==> src/rtl/config_loader_if.sv <==
// Byte-stream and configuration-chain signals between a frame source and the loader.
interface config_loader_if;
  logic [7:0] in_data;
  logic       in_valid;
  logic       in_ready;
  logic       cfg_bit;
  logic       cfg_shift;
  logic       cfg_commit;
  logic       busy;
  logic       done;
  logic       error;

  modport master (
    output in_data, in_valid,
    input  in_ready, cfg_bit, cfg_shift, cfg_commit, busy, done, error
  );

  modport slave (
    input  in_data, in_valid,
    output in_ready, cfg_bit, cfg_shift, cfg_commit, busy, done, error
  );
endinterface

==> src/rtl/config_loader.sv <==
// Frame-validating configuration loader: shifts payload bits LSB-first into the
// fabric chain and commits only when length and checksum are both good.
module config_loader #(
  parameter int         CHAIN_BYTES = 117,
  parameter logic [7:0] SYNC        = 8'hA5
) (
  input logic            clock,
  input logic            reset,
  config_loader_if.slave bus
);
  localparam int CW = $clog2(CHAIN_BYTES + 1);

  typedef enum logic [2:0] {IDLE, LEN_HI, LEN_LO, LOAD, SHIFT, CKSUM, COMMIT} state_t;

  state_t         state, nxt;
  logic [7:0]     len_msb, shreg, sum, sum_nxt;
  logic [CW-1:0]  cnt;
  logic [2:0]     bitn;
  logic           rdy, shift, commit, acc, len_ok, cksum_ok;
  logic           done, error;

  assign sum_nxt  = sum + bus.in_data;
  assign len_ok   = {len_msb, bus.in_data} == 16'(CHAIN_BYTES);
  assign cksum_ok = sum_nxt == 8'h00;
  assign acc      = rdy & bus.in_valid;

  // Reset gates every strobe so a frame cut short by reset leaves no trace.
  always_comb begin
    rdy    = 1'b0;
    shift  = 1'b0;
    commit = 1'b0;
    case (state)
      IDLE, LEN_HI, LEN_LO, LOAD, CKSUM: rdy = 1'b1;
      SHIFT:                             shift = 1'b1;
      COMMIT:                            commit = 1'b1;
      default: ;
    endcase
    if (reset) begin
      rdy    = 1'b0;
      shift  = 1'b0;
      commit = 1'b0;
    end
  end

  always_comb begin
    nxt = state;
    case (state)
      IDLE:   if (acc && bus.in_data == SYNC) nxt = LEN_HI;
      LEN_HI: if (acc) nxt = LEN_LO;
      LEN_LO: if (acc) nxt = len_ok ? LOAD : IDLE;
      LOAD:   if (acc) nxt = SHIFT;
      SHIFT:  if (bitn == 3'd7) nxt = (cnt == CW'(CHAIN_BYTES)) ? CKSUM : LOAD;
      CKSUM:  if (acc) nxt = cksum_ok ? COMMIT : IDLE;
      COMMIT: nxt = IDLE;
      default: nxt = IDLE;
    endcase
  end

  always_ff @(posedge clock) begin
    if (reset) begin
      state   <= IDLE;
      len_msb <= '0;
      shreg   <= '0;
      sum     <= '0;
      cnt     <= '0;
      bitn    <= '0;
      done    <= 1'b0;
      error   <= 1'b0;
    end else begin
      state <= nxt;
      case (state)
        IDLE: if (acc && bus.in_data == SYNC) begin
          done  <= 1'b0;
          error <= 1'b0;
        end
        LEN_HI: if (acc) len_msb <= bus.in_data;
        LEN_LO: if (acc) begin
          if (len_ok) begin
            cnt <= '0;
            sum <= '0;
          end else begin
            error <= 1'b1;
          end
        end
        LOAD: if (acc) begin
          shreg <= bus.in_data;
          sum   <= sum_nxt;
          cnt   <= cnt + CW'(1);
          bitn  <= '0;
        end
        SHIFT: begin
          shreg <= shreg >> 1;
          bitn  <= bitn + 3'd1;
        end
        CKSUM:  if (acc && !cksum_ok) error <= 1'b1;
        COMMIT: done <= 1'b1;
        default: ;
      endcase
    end
  end

  assign bus.in_ready   = rdy;
  assign bus.cfg_shift  = shift;
  assign bus.cfg_bit    = shift & shreg[0];
  assign bus.cfg_commit = commit;
  assign bus.busy       = (state != IDLE) & ~reset;
  assign bus.done       = done;
  assign bus.error      = error;
endmodule
==> src/flat_wrapper.sv <==
// flat-port wrapper written by rule: the top's interface ports become plain ports
module config_loader_flat 
#(
  parameter int         CHAIN_BYTES = 117,
  parameter logic [7:0] SYNC        = 8'hA5
)
  (clock, reset, bus_in_data, bus_in_valid, bus_in_ready, bus_cfg_bit, bus_cfg_shift, bus_cfg_commit, bus_busy, bus_done, bus_error);
  config_loader_if bus_i ();
  input logic clock;
  input logic reset;
  input wire logic [$bits(bus_i.in_data)-1:0] bus_in_data;
  input wire logic [$bits(bus_i.in_valid)-1:0] bus_in_valid;
  output wire logic [$bits(bus_i.in_ready)-1:0] bus_in_ready;
  output wire logic [$bits(bus_i.cfg_bit)-1:0] bus_cfg_bit;
  output wire logic [$bits(bus_i.cfg_shift)-1:0] bus_cfg_shift;
  output wire logic [$bits(bus_i.cfg_commit)-1:0] bus_cfg_commit;
  output wire logic [$bits(bus_i.busy)-1:0] bus_busy;
  output wire logic [$bits(bus_i.done)-1:0] bus_done;
  output wire logic [$bits(bus_i.error)-1:0] bus_error;
  assign bus_i.in_data = bus_in_data;
  assign bus_i.in_valid = bus_in_valid;
  assign bus_in_ready = bus_i.in_ready;
  assign bus_cfg_bit = bus_i.cfg_bit;
  assign bus_cfg_shift = bus_i.cfg_shift;
  assign bus_cfg_commit = bus_i.cfg_commit;
  assign bus_busy = bus_i.busy;
  assign bus_done = bus_i.done;
  assign bus_error = bus_i.error;
  config_loader #(.CHAIN_BYTES(CHAIN_BYTES), .SYNC(SYNC)) u_core (.clock(clock), .reset(reset), .bus(bus_i));
endmodule
==> config.mk <==
export PLATFORM = sky130hd
export DESIGN_NAME = config_loader_flat
export DESIGN_NICKNAME = d
export VERILOG_FILES = /design/src/rtl/config_loader_if.sv /design/src/rtl/config_loader.sv /design/src/flat_wrapper.sv
export SDC_FILE = /design/constraint.sdc
export NUM_CORES = 1
export LEC_CHECK = 0
export ABC_CLOCK_PERIOD_IN_PS = 3120
export CORE_ASPECT_RATIO = 1.75
export CORE_MARGIN = 5
export CORE_UTILIZATION = 55
export CTS_CLUSTER_SIZE = 16
export DETAILED_ROUTE_END_ITERATION = 10
export PLACE_DENSITY = 0.87
export SLEW_MARGIN = 15
export SYNTH_ARGS = -nofsm -noshare
export SYNTH_HDL_FRONTEND = slang
export SYNTH_SLANG_ARGS = --single-unit
==> constraint.sdc <==
create_clock -name clock -period 3.12 [get_ports clock]
set_input_delay 0.468 -clock clock [delete_from_list [all_inputs] [get_ports clock]]
set_output_delay 0.468 -clock clock [all_outputs]
set_load 0.01 [all_outputs]
# After elaboration in Yosys (flattened, before gate mapping)
# Cells that the tools add are included.
[word_totals]
output_inout_bits = 7
reg_bits = 39
in_bits = 11
word_cells = 85
[classes]
n_addsub = 3
n_reduce_logical = 17
bitwise = 4
n_eq_ne = 19
mux = 34
[op_table]
columns = ["op", "n"]
rows = [
  ["two-way mux 8 bit", 4],
  ["one-hot mux 8 bit (2 select lines)", 2],
  ["two-way mux 3 bit", 9],
  ["two-way mux 7 bit", 3],
  ["one-hot mux 3 bit (6 select lines)", 1],
  ["equality test 16 x 7 -> 1 bit (second input constant)", 1],
  ["inequality test 2 x 1 -> 1 bit (second input constant)", 8],
  ["one-hot mux 7 bit (2 select lines)", 1],
  ["equality test 3 bit (second input constant)", 4],
  ["two-way mux 1 bit", 10],
  ["adder 8 bit", 1],
  ["equality test 8 bit (second input constant)", 1],
  ["logical NOT 8 bit", 1],
  ["adder 7 x 1 -> 7 bit (second input constant)", 1],
  ["equality test 7 bit (second input constant)", 1],
  ["equality test 3 x 2 -> 1 bit (second input constant)", 2],
  ["one-hot mux 3 bit (2 select lines)", 1],
  ["AND reduction 2 bit", 3],
  ["AND reduction 6 bit", 1],
  ["nonzero test 2 bit", 3],
  ["nonzero test 3 bit", 2],
  ["AND reduction 5 bit", 1],
  ["OR reduction 5 bit", 1],
  ["AND reduction 4 bit", 1],
  ["11 further kinds", 14],
]

# Depth between registers and ports, before layout
# Gate-level depths: netlist of the first run.
[depth]
depth_word = 8
depth_mapped = 8
ltp_nobuf = 7

# Worst setup path after synthesis of the first run
# No wires, ideal clock.
[synth_path]
path_type = "input port to flip-flop"
start = "input bus_in_data[0]"
end = "register u_core.state[1]"
required_time_ps = 3000
n_path_buf = 0
path_stages = 7
setup_time_ps = 120
path_slack_ps = 763
arrival_ps = 2237
cell_sequence = "ha_1 fa_1 a211o_1 a2111o_1 o311ai_1 nor4_4 o31a_1"
[synth_between]
elab_chain_len = 5
word_cells_on_any_way = 12
cone_classes = "1 x add/sub; 3 x eq/ne; 5 x mux; 3 x reduce/logical"
[synth_rtl]
columns = ["element", "line_no", "text"]
rows = [
  ["start, declared", "flat_wrapper.sv:11", "input wire logic [$bits(bus_i.in_data)-1:0] bus_in_data;"],
  ["adder 8 bit", "config_loader.sv:22", "assign sum_nxt = sum + bus.in_data;"],
  ["logical NOT 8 bit", "config_loader.sv:24", "assign cksum_ok = sum_nxt == 8'h00;"],
  ["two-way mux 3 bit (2 in a row)", "config_loader.sv:53", "CKSUM: if (acc) nxt = cksum_ok ? COMMIT : IDLE;"],
  ["one-hot mux 3 bit (6 select lines)", "config_loader.sv:47", "case (state)"],
  ["end signal, assigned", "config_loader.sv:70", "state <= nxt;"],
  ["end, declared", "config_loader.sv:15", "state_t state, nxt;"],
]
# Parallel ways exist; a longest one is shown, timed or not. The select of a mux whose other input is x is not followed.
# A chain may end at the register's enable or synchronous reset.

# Worst setup path after layout of the first run
# Same ends and word-level chain as after synthesis.

==> impl_results.md, run 1 <==
* Power Total at 979.7 uW
* Post-synthesis register bit count at 39
* Hold EP: u_core.bus.error
* P&R area growth vs syn at 13.09%
* Worst Clk Skew at 0.01041 ns
* Number of global-route vias before repair at 1994
* Total Wirelength at 5470 um
* Die ar. at 5754 sq um
* Final Hold Fails at 0
* Height of the die at 96.67 um
* Slowest stage delay, CP at 0.45 ns
* CTS sink cnt at 39
* Final net count at 304
* Drt first pass iters at 4
* Slew margin rel. at 61.23%
* FP Rows at 31
* Fin cells at 330
* CP max-delay cell: fa_1
* CTS clk-pin slew, worst paths at 0.08 ns
* Arr. time, crit path at 2.83 ns
* Slew of the pin with the lowest slew margin at 0.5808 ns
* Post-CTS sizing at 0
* Unrepaired setup endpoints after global routing: no
* DR WL/cell at 16.58 um
* Cell breakdown of the critical path: clkdlybuf4s50_1, ha_1, fa_1, a211o_1, a2111o_1, o311ai_1, nor4_4, o31a_1
* CTS tree: built
* EDFF count, synth at 0
* First-pass GRT wire length at 9108 um
* Via count at 2075
* Delay-heaviest family, CP: compound AO/OA/AOI/OAI gates
* Placed cells at 323
* Pins Over Slew Limit at 0
* Total Neg Setup Slack at 0 ns
* Tcrit/Tclk final at 84.73%
* GP Congestion at 0.8163
* Antenna violations before repair at 0
* Clk buf depth at 2
* Cts hold-fix bufs at 0
* Ys async rst share at 0%
* Req. time, crit path at 3.31 ns
* Filler cells at 357
* Grt total ovfl at 0
* Fmax at 378.3 MHz
* Setup Buffers After CTS at 0
* Largest net degree at the start of global routing at 26
* Drc violations at 0
* Hold path cells at 2
* Antenna cell count at 0
* Most used DFF post-synth: dfxtp_1
* Leakage at 0.0009340 uW
* Reg2reg end: u_core.state[1]
* Reg area at 780.7 sq um
* Final setup vio count at 0
* Critical path class: in -> reg
* H-Tree Depth at 2
* Via-per-instance ratio at 6.288
* Status: complete, no violations
* Initial core utilization at 56.89%
* Yosys warning count at 0
* Later-pin clock latency in the skew report at 0.29 ns
* Worst r2r src: u_core.sum[0]
* MaxCap Viol Count at 0
* Crit path from: bus_in_data[0]
* Share of layout cells above drive strength 1 at 9.964%
* Worst R2R Setup Slack at 0.79 ns
* GRT Total Usage at 20.08%
* Syn_nets at 287
* Crit path capture type: flip-flop
* Sequential share of the synthesized area at 33.07%
* HP Start: u_core.bus.error
* Num CTS Buffers at 5
* Port buffer count at 17
* Core box area at 4150 sq um
* Routed Antenna Nets at 0
* Syn Inst Count at 264
* Minimum clock period at 2.644 ns
* Hold WC Path Type: reg -> reg
* Startpoint types: input port
* Drt initial violations at 115
* CTS root buffer: clkbuf_8
* Multi-input gate area at 1469 sq um
* Mapped cell area at 2361 sq um
* I/O pin count at 18
* Worst R2R Path Depth at 7
* Ratio of total power to cell area at 366.9 nW/um^2
* Critical path peak fanout at 3
* Hpwl dp at 4043 um
* CP Buf/Inv Count at 1
* DIE WIDTH at 59.53 um
* Peak VDD IR at 0.0003456 V
* Synth unique cells at 56
* Post-Syn Area per Cell at 8.943 sq um
==> placed cells by master (no fill, tap or decap), types with 2 or more instances in the layout <==
master           Yosys  layout
nand3_1              3       3
nand2b_1             6       6
and2_1               4       4
o211ai_1             3       3
inv_1                5       5
a311oi_1             5       5
mux2i_1             17      17
a41oi_1              2       2
or3b_1               2       2
a211oi_1             9       9
clkbuf_8             0       5
nor3_1               4       4
and3_1               3       3
o31a_1               2       2
ha_1                11      11
nand3b_1             3       3
xor2_1               2       2
o21a_1               3       3
nor2b_1              2       2
nor3b_1              3       3
a21oi_1             27      27
clkdlybuf4s50_1      0      17
a21o_1               3       3
nor4b_1              2       2
a31oi_1              2       2
nor2_1              29      29
nand4bb_1            2       2
dfxtp_1             39      39
o21ai_0             14      14
buf_4                3       8
nand2b_4             2       2
nor4_1               2       2
nand2_1             16      16
nor4_4               2       2
==> state kept, by name, indices dropped and copies added (netlist names) <==
signal / count
u_core.shreg: 8
u_core.bus.error: 1
u_core.bus.done: 1
u_core.len_msb: 8
u_core.state: 3
u_core.bitn: 3
u_core.cnt: 7
u_core.sum: 8
==> cell usage after synthesis (2+ instances only) <==
master	n	share of area, %
dfxtp_1	39	33
o211ai_1	3	0.95
mux2i_1	17	7.2
nand3_1	3	0.64
a311oi_1	5	1.9
or3b_1	2	0.74
nand3b_1	3	0.95
nor3b_1	3	0.95
nand4bb_1	2	0.95
nor2_1	29	4.6
o21a_1	3	0.95
a21oi_1	27	5.7
buf_4	3	0.95
nor4_1	2	0.53
buf_2	5	1.1
and3_1	3	0.79
nor2b_1	2	0.53
o21ai_0	14	3.0
nor3_1	4	0.85
a211oi_1	9	2.9
xor2_1	2	0.74
clkbuf_1	4	0.64
a21o_1	3	0.95
ha_1	11	5.8
nand2_1	16	2.5
a31oi_1	2	0.53
nor4_4	2	1.8
inv_1	5	0.79
buf_6	2	0.95
nand2b_4	2	1.2
nor4b_1	2	0.74
and2_1	4	1.1
a41oi_1	2	0.74
o31a_1	2	0.74
nand2b_1	6	1.6
==> power breakdown <==
group | switching, uW | internal [uW]
Clock | 178 | 234
Combinational | 41.2 | 29.9
Sequential | 0.0901 | 497
Total | 219 | 761
==> routing by layer <==
metal,track usage [%],routed length (um),vias to the layer above
li1,-,-,1007
met1,21.86,2166,1000
met2,35.13,2917,51
met3,3.595,195,17
met4,10.41,191,0
met5,0,0,-
==> cells by family after synthesis <==
group | synth area share, %
buffers and inverters | 4.716
AND/OR/NAND/NOR | 23.85
flip-flops | 33.07
XOR/XNOR | 1.113
multiplexers | 7.207
adder cells (fa/ha/maj) | 6.677
AO/OA/AOI/OAI | 23.37
==> worst max-delay path by stage <==
stage                                 end  slack [ns]  cells past startpoint
after detailed placement  u_core.state[1]        0.18                      8
after floorplan           u_core.state[1]        0.76                      7
after global routing      u_core.state[1]        0.37                      8
after global placement    u_core.state[1]        0.20                      8
after CTS                 u_core.state[1]        0.49                      8
final                     u_core.state[1]        0.48                      8
==> worst register-to-register path, delay by kind of cell (launching register included) <==
family                   cells  cell delay (ns)
AND/OR/NAND/NOR              1             0.07
adder cells (fa/ha/maj)      2             0.66
flip-flops                   1             0.32
AO/OA/AOI/OAI                4             1.16
==> layout make-up <==
class / count / share of cell area [%]
flip-flops and latches: 39 / 29.24
clock buffers: 5 / 2.577
repair buffers: 25 / 8.622
inverters: 6 / 0.8435
well taps: 49 / 2.296
clock inverters: 2 / 1.406
multi-input cells: 204 / 55.01
==> through the flow <==
step	utilization, %	hold slack (ns)	area (sq um)	worst slack [ns]
3_5_place_dp	61.77	0.4646	2564	0.1796
3_3_place_gp	61.77	0.4343	2564	0.1994
4_1_cts	64.34	0.4756	2670	0.4871
6_report	64.34	0.4689	2670	0.4763
2_1_floorplan	-	0.4431	2361	0.7633
5_1_grt	64.34	0.5060	2670	0.3723
(Power assumes the default switching activity.)
==> inputs of run 2 (changes only) <==
--- a/config.mk
+++ b/config.mk
@@ -5,10 +5,10 @@
 export SDC_FILE = /design/constraint.sdc
 export NUM_CORES = 1
 export LEC_CHECK = 0
-export ABC_CLOCK_PERIOD_IN_PS = 3120
+export ABC_CLOCK_PERIOD_IN_PS = 2200
 export CORE_ASPECT_RATIO = 1.75
 export CORE_MARGIN = 5
-export CORE_UTILIZATION = 55
+export CORE_UTILIZATION = 53
 export CTS_CLUSTER_SIZE = 16
 export DETAILED_ROUTE_END_ITERATION = 10
 export PLACE_DENSITY = 0.87
==> constraint.sdc (replaced) <==
create_clock -name clock -period 2.2 [get_ports clock]
set_input_delay 0.33 -clock clock [delete_from_list [all_inputs] [get_ports clock]]
set_output_delay 0.33 -clock clock [all_outputs]
set_load 0.01 [all_outputs]
==> run 2 against run 1 <==
  * Sequential share of layout area is 2.6 points lower
  * Non-clock buffer count is 27 higher
  * Setup slack worse by 0.46 ns
  * Combinational power is 86% higher
  * Die area is 3.3% higher
  * Utilization is 3.2 points higher
  * Global-route usage is 1.4 points higher
  * Clock skew is 0.0063 ns lower
  * Total power is 50% higher
  * Register-to-register slack worse by 0.74 ns
  * Clock power is 54% higher
  * Critical path type unchanged
  * Critical endpoint unchanged
==> impl_results.md, run 2 (synthesized netlist as in run 1, its figures left out) <==
* MaxCap Viol Count at 0 (unchanged)
* CP Buf/Inv Count at 1 (unchanged)
* Cell breakdown of the critical path: clkdlybuf4s50_1, ha_4, a211o_1, a2111o_1, o311ai_4, nor4_4, o31a_1 (was clkdlybuf4s50_1, ha_1, fa_1, a211o_1, a2111o_1, o311ai_1, nor4_4, o31a_1)
* Via-per-instance ratio at 5.994 (was 6.288)
* Later-pin clock latency in the skew report at 0.30 ns (was 0.29 ns)
* Drt first pass iters at 4 (unchanged)
* Initial core utilization at 54.10% (was 56.89%)
* Final net count at 331 (was 304)
* Antenna cell count at 0 (unchanged)
* Tcrit/Tclk final at 99.28%
* Pins Over Slew Limit at 0 (unchanged)
* Most frequent cells in the layout: dfxtp_1 (36), buf_4 (35), nor2_1 (28), a21oi_1 (27), mux2i_1 (17) (was dfxtp_1 (39), nor2_1 (29), a21oi_1 (27), mux2i_1 (17), clkdlybuf4s50_1 (17))
* GRT Total Usage at 21.45% (was 20.08%)
* Num CTS Buffers at 5 (unchanged)
* Drt initial violations at 78 (was 115)
* Port buffer count at 17 (unchanged)
* Leakage at 0.001097 uW (was 0.0009340 uW)
* Final core occ at 67.52% (was 64.34%)
* Number of global-route vias before repair at 2096 (was 1994)
* Clk buf depth at 2 (unchanged)
* DR WL/cell at 16.31 um (was 16.58 um)
* Core box area at 4364 sq um (was 4150 sq um)
* P&R area growth vs syn at 24.80% (was 13.09%)
* Routed Antenna Nets at 0 (unchanged)
* Unrepaired setup endpoints after global routing: no (unchanged)
* Die ar. at 5942 sq um (was 5754 sq um)
* Grt total ovfl at 0 (unchanged)
* Arr. time, crit path at 2.38 ns (was 2.83 ns)
* Via count at 2158 (was 2075)
* FP Rows at 32 (was 31)
* First-pass GRT wire length at 9963 um (was 9108 um)
* Peak VDD IR at 0.0005135 V (was 0.0003456 V)
* CTS tree: built (unchanged)
* CP max-delay cell: clkdlybuf4s50_1 (was fa_1)
* Final setup vio count at 0 (unchanged)
* Share of layout cells above drive strength 1 at 21.04% (was 9.964%)
* Antenna violations before repair at 0 (unchanged)
* Largest net degree at the start of global routing at 28 (was 26)
* Height of the die at 98.30 um (was 96.67 um)
* CTS clk-pin slew, worst paths at 0.09 ns (was 0.08 ns)
* H-Tree Depth at 2 (unchanged)
* Filler cells at 335 (was 357)
* Min Hold Slack at 0.4627 ns (was 0.4689 ns)
* Delay-heaviest family, CP: compound AO/OA/AOI/OAI gates (unchanged)
* Drc violations at 0 (unchanged)
* Hpwl dp at 4331 um (was 4043 um)
* CTS sink cnt at 39 (unchanged)
* Power Total at 1469 uW (was 979.7 uW)
* Ratio of total power to cell area at 498.6 nW/um^2 (was 366.9 nW/um^2)
* Crit path capture type: flip-flop (unchanged)
* Total Neg Setup Slack at 0 ns (unchanged)
* GP Congestion at 0.9982 (was 0.8163)
* Regs by FF count: u_core.len_msb x8, u_core.shreg x8, u_core.sum x8 (unchanged)
* Critical path peak fanout at 5 (was 3)
* Slew margin rel. at 71.24% (was 61.23%)
* Critical path class: in -> reg (unchanged)
* Worst Clk Skew at 0.004082 ns (was 0.01041 ns)
* DIE WIDTH at 60.46 um (was 59.53 um)
* Startpoint types: input port (unchanged)
* CTS root buffer: clkbuf_8 (unchanged)
* Hold WC Path Type: reg -> reg (unchanged)
* I/O pin count at 18 (unchanged)
* Slew of the pin with the lowest slew margin at 0.4304 ns (was 0.5808 ns)
* Total Wirelength at 5872 um (was 5470 um)
* Minimum clock period at 2.184 ns
* Final Hold Fails at 0 (unchanged)
* Fmax at 457.8 MHz
* Slowest stage delay, CP at 0.57 ns (was 0.45 ns)
* Commonest non-fill, non-tap cell in the layout: dfxtp_1 (unchanged)
* Req. time, crit path at 2.40 ns (was 3.31 ns)
* Status: complete, no violations (unchanged)
run 2: changes by cell type in the layout (fill, tap and decap cells not counted), moves of 2 or more:
cell,change
buf_4,+27
clkdlybuf4s50_1,-3
dfxtp_1,-3
dfxtp_2,+3
dlygate4sd2_1,+2
ha_1,-2
ha_4,+2
run 2: report_power, final:
group | switching (uW) | internal [uW] | total (uW)
sequential | 0.0699 | 705 | 705
combinational | 68.8 | 63.4 | 132
clock | 288 | 344 | 632
run 2: layout make-up:
cell class              instances  area [sq um]  share of cell area, %
clock buffers                   5         68.82                  2.335
clock inverters                 3         47.55                  1.614
inverters                       6         22.52                 0.7643
multi-input cells             204          1526                  51.80
flip-flops and latches         39         784.5                  26.62
well taps                      51         63.81                  2.166
repair buffers                 52         432.9                  14.69
run 2: through the flow:
stage	cells	area [sq um]	setup WS, ns
floorplan	264	2369	0.002851
global placement	351	2769	-0.4949
detailed placement	351	2769	-0.5387
CTS	360	2924	-0.03799
global route	360	2947	0.005022
finish	360	2947	0.01576
run 2: layer usage:
layer  wire, um  GRT usage (%)
met1       2422          26.93
met2       3008          34.92
met3        252          3.704
met4        189          9.349
met5          0              0
run 2: what timing repair did:
action                                 4_1_cts  5_1_grt
endpoints found under the hold margin        0        0
hold buffers                                 0        0
setup endpoints to repair                    5        7
pin swaps                                    6        5
resized for setup                            9        5
setup buffers                                1        0
run 2: final timing paths:
check	start	to	slack [ns]	depth (start not counted)
max reg2reg	u_core.sum[0]	u_core.state[1]	0.05	7
max	bus_in_data[2]	u_core.state[1]	0.02	7
min reg2reg	u_core.bus.done	u_core.bus.done	0.46	1
min	u_core.bus.done	u_core.bus.done	0.46	1
